<file path="src/rtl/sp_sram_hold_pkg.sv">
// Shared definitions for the behavioural SRAM: op encoding, decode helper and
// default geometry.
package sram_pkg;

  localparam int SRAM_ADDR_W = 6;
  localparam int SRAM_DATA_W = 28;

  typedef logic [1:0] op_t;

  localparam op_t OP_IDLE  = 2'd0;
  localparam op_t OP_READ  = 2'd1;
  localparam op_t OP_WRITE = 2'd2;

  // web_all_set is the AND-reduction of the per-bit write enables.
  function automatic op_t op_decode(input logic csb, input logic web_all_set);
    if (csb)              return OP_IDLE;
    else if (web_all_set) return OP_READ;
    else                  return OP_WRITE;
  endfunction

endpackage

</file>
<file path="src/rtl/sp_sram_hold_if.sv">
// Single-port SRAM access bus: the requester drives master, the memory is slave.
interface sp_sram_hold_if
  import sram_pkg::*;
#(
  parameter int ADDR_W = SRAM_ADDR_W,
  parameter int DATA_W = SRAM_DATA_W
);
  logic              csb;
  logic [DATA_W-1:0] web;
  logic [ADDR_W-1:0] addr;
  logic [DATA_W-1:0] din;
  logic [DATA_W-1:0] dout;
  logic              rd_valid;

  modport master (output csb, web, addr, din, input dout, rd_valid);
  modport slave  (input csb, web, addr, din, output dout, rd_valid);
endinterface

</file>
<file path="src/rtl/sp_sram_hold_delay_pipe.sv">
// Generic shift-register delay: NUM_STAGES synchronously reset registers in
// series; zero stages degenerates to a wire.
module delay_pipe #(
  parameter int NUM_STAGES = 1,
  parameter int DATA_WIDTH = 1
) (
  input  logic                  clk,
  input  logic                  rst_n,
  input  logic [DATA_WIDTH-1:0] din,
  output logic [DATA_WIDTH-1:0] dout
);

  if (NUM_STAGES == 0) begin : g_wire
    logic unused_clk_rst;
    assign unused_clk_rst = clk ^ rst_n;
    assign dout = din;
  end else begin : g_regs
    logic [DATA_WIDTH-1:0] stage_q [NUM_STAGES];

    always_ff @(posedge clk) begin
      if (!rst_n) begin
        for (int i = 0; i < NUM_STAGES; i++) stage_q[i] <= '0;
      end else begin
        stage_q[0] <= din;
        for (int i = 1; i < NUM_STAGES; i++) stage_q[i] <= stage_q[i-1];
      end
    end

    assign dout = stage_q[NUM_STAGES-1];
  end

endmodule

</file>
<file path="src/rtl/sp_sram_hold.sv">
// Behavioural single-port SRAM with bit-write mask, read latency pipe and
// read-data hold.
module sp_sram_hold
  import sram_pkg::*;
#(
  parameter int    ADDR_W    = SRAM_ADDR_W,
  parameter int    DEPTH     = 64,
  parameter int    DATA_W    = SRAM_DATA_W,
  parameter int    RD_LAT    = 1,
  parameter string INIT_FILE = ""
) (
  input logic           clk,
  input logic           rst_n,
  sp_sram_hold_if.slave bus
);

  localparam logic [ADDR_W:0] DEPTH_L = (ADDR_W+1)'(DEPTH);
  localparam string unused_init_file = INIT_FILE;

  logic [DATA_W-1:0] mem [DEPTH];
  logic [DATA_W-1:0] rd_data_q;
  logic              rd_vld_q;
  logic [DATA_W-1:0] pipe_data;
  logic              pipe_valid;
  logic [DATA_W-1:0] hold_q;
  logic              in_range;
  op_t               op;

  assign op       = op_decode(bus.csb, &bus.web);
  assign in_range = ({1'b0, bus.addr} < DEPTH_L);

  // NOTE: the array has no reset branch so it maps onto plain storage; only
  // the read pipeline and hold register are cleared by rst_n.
  always_ff @(posedge clk) begin
    if (rst_n && op == OP_WRITE && in_range)
      mem[bus.addr] <= (mem[bus.addr] & bus.web) | (bus.din & ~bus.web);
  end

  // Array output register; an out-of-range read still completes, with zeros.
  always_ff @(posedge clk) begin
    if (!rst_n) begin
      rd_vld_q  <= 1'b0;
      rd_data_q <= '0;
    end else begin
      rd_vld_q <= (op == OP_READ);
      if (op == OP_READ) rd_data_q <= in_range ? mem[bus.addr] : '0;
    end
  end

  delay_pipe #(.NUM_STAGES(RD_LAT-1), .DATA_WIDTH(DATA_W)) u_data_pipe (
    .clk  (clk),
    .rst_n(rst_n),
    .din  (rd_data_q),
    .dout (pipe_data)
  );

  delay_pipe #(.NUM_STAGES(RD_LAT-1), .DATA_WIDTH(1)) u_valid_pipe (
    .clk  (clk),
    .rst_n(rst_n),
    .din  (rd_vld_q),
    .dout (pipe_valid)
  );

  always_ff @(posedge clk) begin
    if (!rst_n)          hold_q <= '0;
    else if (pipe_valid) hold_q <= pipe_data;
  end

  // Bypass the hold register on the completion cycle so new data is not delayed.
  assign bus.dout     = pipe_valid ? pipe_data : hold_q;
  assign bus.rd_valid = pipe_valid;

endmodule

</file>
<file path="src/flat_wrapper.sv">
// flat-port wrapper written by rule: the top's interface ports become plain ports
module sp_sram_hold_flat import sram_pkg::*;
#(
  parameter int    ADDR_W    = SRAM_ADDR_W,
  parameter int    DEPTH     = 64,
  parameter int    DATA_W    = SRAM_DATA_W,
  parameter int    RD_LAT    = 1,
  parameter string INIT_FILE = ""
)
  (clk, rst_n, bus_csb, bus_web, bus_addr, bus_din, bus_dout, bus_rd_valid);
  sp_sram_hold_if #(.ADDR_W(ADDR_W), .DATA_W(DATA_W)) bus_i ();
  input logic clk;
  input logic rst_n;
  input wire logic [$bits(bus_i.csb)-1:0] bus_csb;
  input wire logic [$bits(bus_i.web)-1:0] bus_web;
  input wire logic [$bits(bus_i.addr)-1:0] bus_addr;
  input wire logic [$bits(bus_i.din)-1:0] bus_din;
  output wire logic [$bits(bus_i.dout)-1:0] bus_dout;
  output wire logic [$bits(bus_i.rd_valid)-1:0] bus_rd_valid;
  assign bus_i.csb = bus_csb;
  assign bus_i.web = bus_web;
  assign bus_i.addr = bus_addr;
  assign bus_i.din = bus_din;
  assign bus_dout = bus_i.dout;
  assign bus_rd_valid = bus_i.rd_valid;
  sp_sram_hold #(.ADDR_W(ADDR_W), .DEPTH(DEPTH), .DATA_W(DATA_W), .RD_LAT(RD_LAT), .INIT_FILE(INIT_FILE)) u_core (.clk(clk), .rst_n(rst_n), .bus(bus_i));
endmodule
</file>
<file path="config.mk">
export PLATFORM = sky130hd
export DESIGN_NAME = sp_sram_hold_flat
export DESIGN_NICKNAME = d
export VERILOG_FILES = /design/src/rtl/sp_sram_hold_pkg.sv /design/src/rtl/sp_sram_hold_if.sv /design/src/rtl/sp_sram_hold_delay_pipe.sv /design/src/rtl/sp_sram_hold.sv /design/src/flat_wrapper.sv
export SDC_FILE = /design/constraint.sdc
export NUM_CORES = 2
export LEC_CHECK = 0
export ABC_CLOCK_PERIOD_IN_PS = 6500
export BUFFER_PORTS_ARGS = -buffer_cell sky130_fd_sc_hd__buf_2
export CORE_MARGIN = 2
export CORE_UTILIZATION = 60
export DETAILED_ROUTE_END_ITERATION = 6
export PLACE_DENSITY = 0.76
export SLEW_MARGIN = 20
export SYNTH_ARGS = -nofsm -noshare
export SYNTH_HDL_FRONTEND = slang
export SYNTH_SLANG_ARGS = --single-unit
</file>
<file path="constraint.sdc">
create_clock -name clk -period 6.5 [get_ports clk]
set_input_delay 0.975 -clock clk [delete_from_list [all_inputs] [get_ports clk]]
set_output_delay 0.975 -clock clk [all_outputs]
set_load 0.01 [all_outputs]
</file>
## Word-level counts from Yosys, hierarchy flattened

Memories as Yosys holds them, arrays and structs flattened.
Index checks and enable logic that the tools add are counted.

- Bits in registers: 57
- Bits in latches: 0
- Bits in writable memories: 1792
- ROM bits: 0
- Input bits: 65
- Output and inout port bits: 29
- Logic and storage cells: 17
- Memories: 1

Memories:

| memory | depth | width | read ports | clocked after memory_dff | write ports | line | source |
|---|---|---|---|---|---|---|---|
| u_core.mem | 64 | 28 | 1 | 0 | 1 | sp_sram_hold.sv:20 | `logic [DATA_W-1:0] mem [DEPTH];` |

- $add $sub $neg: 0
- Multipliers: 0
- Divide/modulo/power cells: 0
- Magnitude comparators: 0
- Equal/unequal tests: 2
- Shift-type cells: 0
- Mux-type cells: 5
- Bitwise gates (word level): 4
- Reductions and logical operators: 2

Operators by type and width:

| operator | count |
|---|---|
| $and 28x28->28 | 2 |
| $mux 28 | 1 |
| $not 28->28 | 1 |
| $or 28x28->28 | 1 |
| $reduce_and 28->1 | 1 |
| $mux 2 | 2 |
| $eq 2x1->1 const B | 1 |
| $eq 2x2->1 const B | 1 |
| $mux 1 | 2 |
| $logic_and 1x1->1 | 1 |

## Logic depth before layout (Yosys ltp)

- Depth after elaboration: 7
- Mapped depth: 11
- Mapped depth without buffers: 6

## By module

A second synthesis with hierarchy kept.

- Cells, all modules: 4222
- Area, all modules: 71098.2 µm²

By module, submodules not included:

| module | instances | cells each | area each (µm²) |
|---|---|---|---|
| sp_sram_hold | 1 | 4193 | 70880.5 |
| delay_pipe at u_core.u_data_pipe | 1 | 28 | 210.2 |
| delay_pipe at u_core.u_valid_pipe | 1 | 1 | 7.5 |

## Least setup slack after synthesis

Ideal clock, no wire load.

- Path type: input port to flip-flop
- Start point: input bus_addr[2]
- End point: memory u_core.mem[0][17] (netlist name), data pin
- Setup time: 0.588 ns
- Arrival time: 4.618 ns
- Data required time: 5.912 ns
- Setup slack: 1.294 ns
- Stages: 10
- Path buffers: 4
- Cells stage by stage: buf_2 > buf_4 > or2_2 > clkbuf_1 > nor2_1 > buf_2 > a22oi_1 > a31oi_1 > nor4_2 > a31oi_1

- Word-level cells in the longest chain between the ends: 3

RTL lines:

| element | line | source |
|---|---|---|
| from (decl) | flat_wrapper.sv:16 | `input wire logic [$bits(bus_i.addr)-1:0] bus_addr;` |
| $mem_v2 64x28 | - |  |
| $and 28x28->28 | sp_sram_hold.sv:36 | `mem[bus.addr] <= (mem[bus.addr] & bus.web) \| (bus.din & ~bus.web);` |
| $or 28x28->28 | sp_sram_hold.sv:36 |  |
| to (decl) | sp_sram_hold.sv:20 |  |

No other way between the ends.

## Worst setup path in the final report

- Start point: input bus_addr[4]
- End point: memory u_core.mem[20][17] (netlist name), data pin

The elaborated chain is that of the path after synthesis.

==> impl_metrics.env <==
export IMPL_synthFlopType="edfxtp_1"
export IMPL_fmax_mhz=201
export IMPL_violations="design-rule violations"
export IMPL_drc=25
export IMPL_rsz0062_at_grt="false"
export IMPL_grt_pass1_vias=42552
export IMPL_final_area_sq_um=80100
export IMPL_critPathTopFamily="simple AND/OR/NAND/NOR gates"
export IMPL_worst_pin_slew_ns=1.36
export IMPL_synth_distinct_cells=71
export IMPL_p_seq_share_pct=54.4
export IMPL_avgViaCountPerCell=7.48
export IMPL_dpl_worst_slack_ns=0.837
export IMPL_grt_overflow=0
export IMPL_fin_crit_sh_pct=76.4
export IMPL_cp_depth=8
export IMPL_final_nets=4343
export IMPL_io_pins=94
export IMPL_cts_num_sinks=1849
export IMPL_swShare_pct=22.6
export IMPL_path_cells="buf_2, or3b_2, nor2_1, a2111o_1, or4_1, nor4_2, a31oi_4, buf_12"
export IMPL_fp_dieH_um=348
export IMPL_irDropWorstVdd_mv=0.294
export IMPL_drive_gt1_share_pct=18.6
export IMPL_hold_path_depth=2
export IMPL_grt_pass1_wl_mm=306
export IMPL_ys_seq_area_share_pct=77.5
export IMPL_drt_iter0_markers=9022
export IMPL_yosys_top_cells_area="edfxtp_1 (76%), a22oi_1 (3.8%), a221oi_1 (1.9%), dfxtp_1 (1.6%), o22ai_1 (1.4%)"
export IMPL_total_leakage_power_nw=25.1
export IMPL_die_w_um=348
export IMPL_skew_ns=0.0323
export IMPL_avgSynthCellArea_sq_um=17.3
export IMPL_switchingPower_w=0.00555
export IMPL_postCtsSetupBuffers=0
export IMPL_drv_cap=0
export IMPL_crit_fanout=40
export IMPL_initial_core_util_pct=60.3
export IMPL_place_hpwl_mm=128
export IMPL_r2r_cells=6
export IMPL_status="finished with violations"
export IMPL_hold_path_class="in2reg"
export IMPL_crit_type="in2reg"
export IMPL_core_area_sq_um=118000
export IMPL_synth_edf_count=1792
export IMPL_cts_buffers=173
export IMPL_netlist_top_cell_by_area="edfxtp_1"
export IMPL_syn_num_nets=4172
export IMPL_pwr_share_comb_pct=6.6
export IMPL_finalCriticalPeriod_ns=4.96
export IMPL_htreeDepth=4
export IMPL_final_max_slew_viol_count=0
export IMPL_power_density_nw_per_um2=306
export IMPL_synth_area_sq_um=70900
export IMPL_cts_clk_slew_worst_paths_ns=0.06
export IMPL_rows=126
export IMPL_tns_ns=0
export IMPL_reg2reg_setup_slack_ns=2.76
export IMPL_crit_buf_inv=2
export IMPL_clk_insertion_delay_late_ns=0.80
export IMPL_clockBufferDepth=3
export IMPL_cts_tree="yes"
export IMPL_hold_viol=0
export IMPL_areaGrowthSynthToFinish_pct=13.1
export IMPL_cpPeakStageDelay_ns=0.93
export IMPL_place_area_sq_um=74800
export IMPL_die_area_sq_um=121000
export IMPL_arrival_ns=5.47
export IMPL_slew_headroom_pct=8.32
export IMPL_dr_total_vias=44579
export IMPL_post_cts_resized=0
export IMPL_grtUsageTotal_pct=35.7
export IMPL_dr_pass1_iters=6
export IMPL_fin_util_pct=68.1
export IMPL_synthCells=4107
export IMPL_required_ns=7.01
export IMPL_ant_nets=0
export IMPL_crit_slowest_cell="nor4_2"
export IMPL_timing_final_ws_setup_ns=1.54
export IMPL_p_int_w=0.0190
export IMPL_ys_warn_count=0
export IMPL_clock_root_buffer="clkbuf_16"
export IMPL_setup_viol_count_final=0
export IMPL_antenna_found_initial=7
export IMPL_yosys_area_top_type_share_pct=75.9
export IMPL_ys_ff_latch=1849
export IMPL_async_flop_share_pct=0
export IMPL_setup_worst_path_end_class="flip-flop"
export IMPL_portBuffers=93
export IMPL_startpoint_type="input pin"
export IMPL_routabilityCongestion=0.913
export IMPL_hold_buffers=0
export IMPL_wl_per_cell_um=36.6
export IMPL_clkPwrFrac_pct=38.9
export IMPL_grt_max_degree=111
export IMPL_wl_mm=218
## worst reg2reg max path, delay by kind of cell, from the launching register on
family                 cells  cell delay, ns
DFF                        1            0.39
and+or+nand+nor            2            1.50
AOI/OAI and AO/OA          3            1.21
buffers and inverters      1            0.34
## metal layers
layer / vias up / wire, um / global-route usage, % / share of wire, %
li1: 17499 / - / - / -
met1: 22097 / 73100 / 47.7 / 34
met2: 4138 / 95600 / 52.0 / 44
met3: 835 / 33100 / 10.3 / 15
met4: 10 / 15900 / 22.2 / 7.3
met5: - / 53 / 0 / 0.024
## power groups by stage
| stage | logic, W | clock network (W) | registers, W |
|---|---|---|---|
| floorplan | 0.000805 | 0 | 0.0137 |
| global placement | 0.00151 | 0 | 0.0136 |
| detailed placement | 0.00156 | 0 | 0.0136 |
| CTS | 0.00157 | 0.00956 | 0.0134 |
| global route | 0.00168 | 0.0100 | 0.0134 |
| finish | 0.00163 | 0.00956 | 0.0134 |
## kinds of logic after synthesis
group	share of synthesized area (%)
compound gates	11.8
buf+inv	2.02
flops	77.5
mux	3.68
simple gates	4.96
## per-stage QoR
stage	power [W]	std cells	hold WS (ns)
2_1_floorplan	0.0145	4107	0.475
3_3_place_gp	0.0151	5631	0.500
3_5_place_dp	0.0152	5637	0.520
4_1_cts	0.0245	5953	0.444
5_1_grt	0.0250	5955	0.463
6_report	0.0246	5956	0.461
## state kept, by name, indices dropped and copies added, names as in the netlist
name,count
u_core.mem,1792
u_core.hold_q,28
u_core.rd_data_q,28
u_core.rd_vld_q,1
## cell type report
cell class              instances  area [sq um]
clock buffers                 239          4720
diodes                          1          2.50
multi-input cells            1935         15500
clock inverters                77           569
flip-flops and latches       1849         55000
well taps                    1536          1920
fillers                      7312         37500
repair buffers                312          2430
inverters                       7          26.3
## layout by cell type (no fill, tap or decap), drive strengths merged, types with 59 or more instances in the layout
master / count
clkinv: 59
a221oi: 157
a22oi: 361
nand3b: 75
o21ai: 62
buf: 311
clkbuf: 240
mux2: 72
nor2: 132
a21oi: 116
mux2i: 96
edfxtp: 1792
o22ai: 164
a31oi: 74
## cell usage after synthesis (6+ instances only)
library cell / number
a2111o_1: 17
dfxtp_1: 57
a2bb2oi_1: 10
nand3b_1: 75
a221o_1: 20
a22oi_1: 361
clkbuf_1: 172
nand2_1: 57
nor2_1: 130
nand4_1: 12
or3b_2: 40
and4b_1: 18
nand4bb_1: 6
buf_6: 6
mux4_2: 37
a211oi_1: 13
nand2b_1: 14
nand3_1: 43
a222oi_1: 14
buf_1: 28
a21oi_1: 116
inv_1: 6
o21ai_0: 62
o22a_1: 21
nor3_1: 56
and2_1: 30
a2111oi_0: 23
buf_4: 14
or4_1: 11
mux2i_1: 96
nor4b_1: 9
a211o_1: 10
nand4b_1: 6
a221oi_1: 157
o22ai_1: 164
and3_1: 16
a31oi_1: 74
a22o_1: 45
edfxtp_1: 1792
mux2_2: 71
o32ai_1: 13
nor2b_1: 8
buf_2: 95
nor4_1: 29
## final timing paths
| path | end | start |
|---|---|---|
| setup / recovery | u_core.mem[20][17]$_DFFE_PP_ | bus_addr[4] |
| setup reg to reg | u_core.mem[20][17]$_DFFE_PP_ | u_core.mem[12][17]$_DFFE_PP_ |
| hold / removal | u_core.rd_vld_q$_SDFF_PN0_ | bus_csb |
| hold reg to reg | u_core.rd_data_q[7]$_SDFFE_PN0P_ | u_core.rd_data_q[7]$_SDFFE_PN0P_ |
No activity file was read; power rests on OpenSTA's default activity.
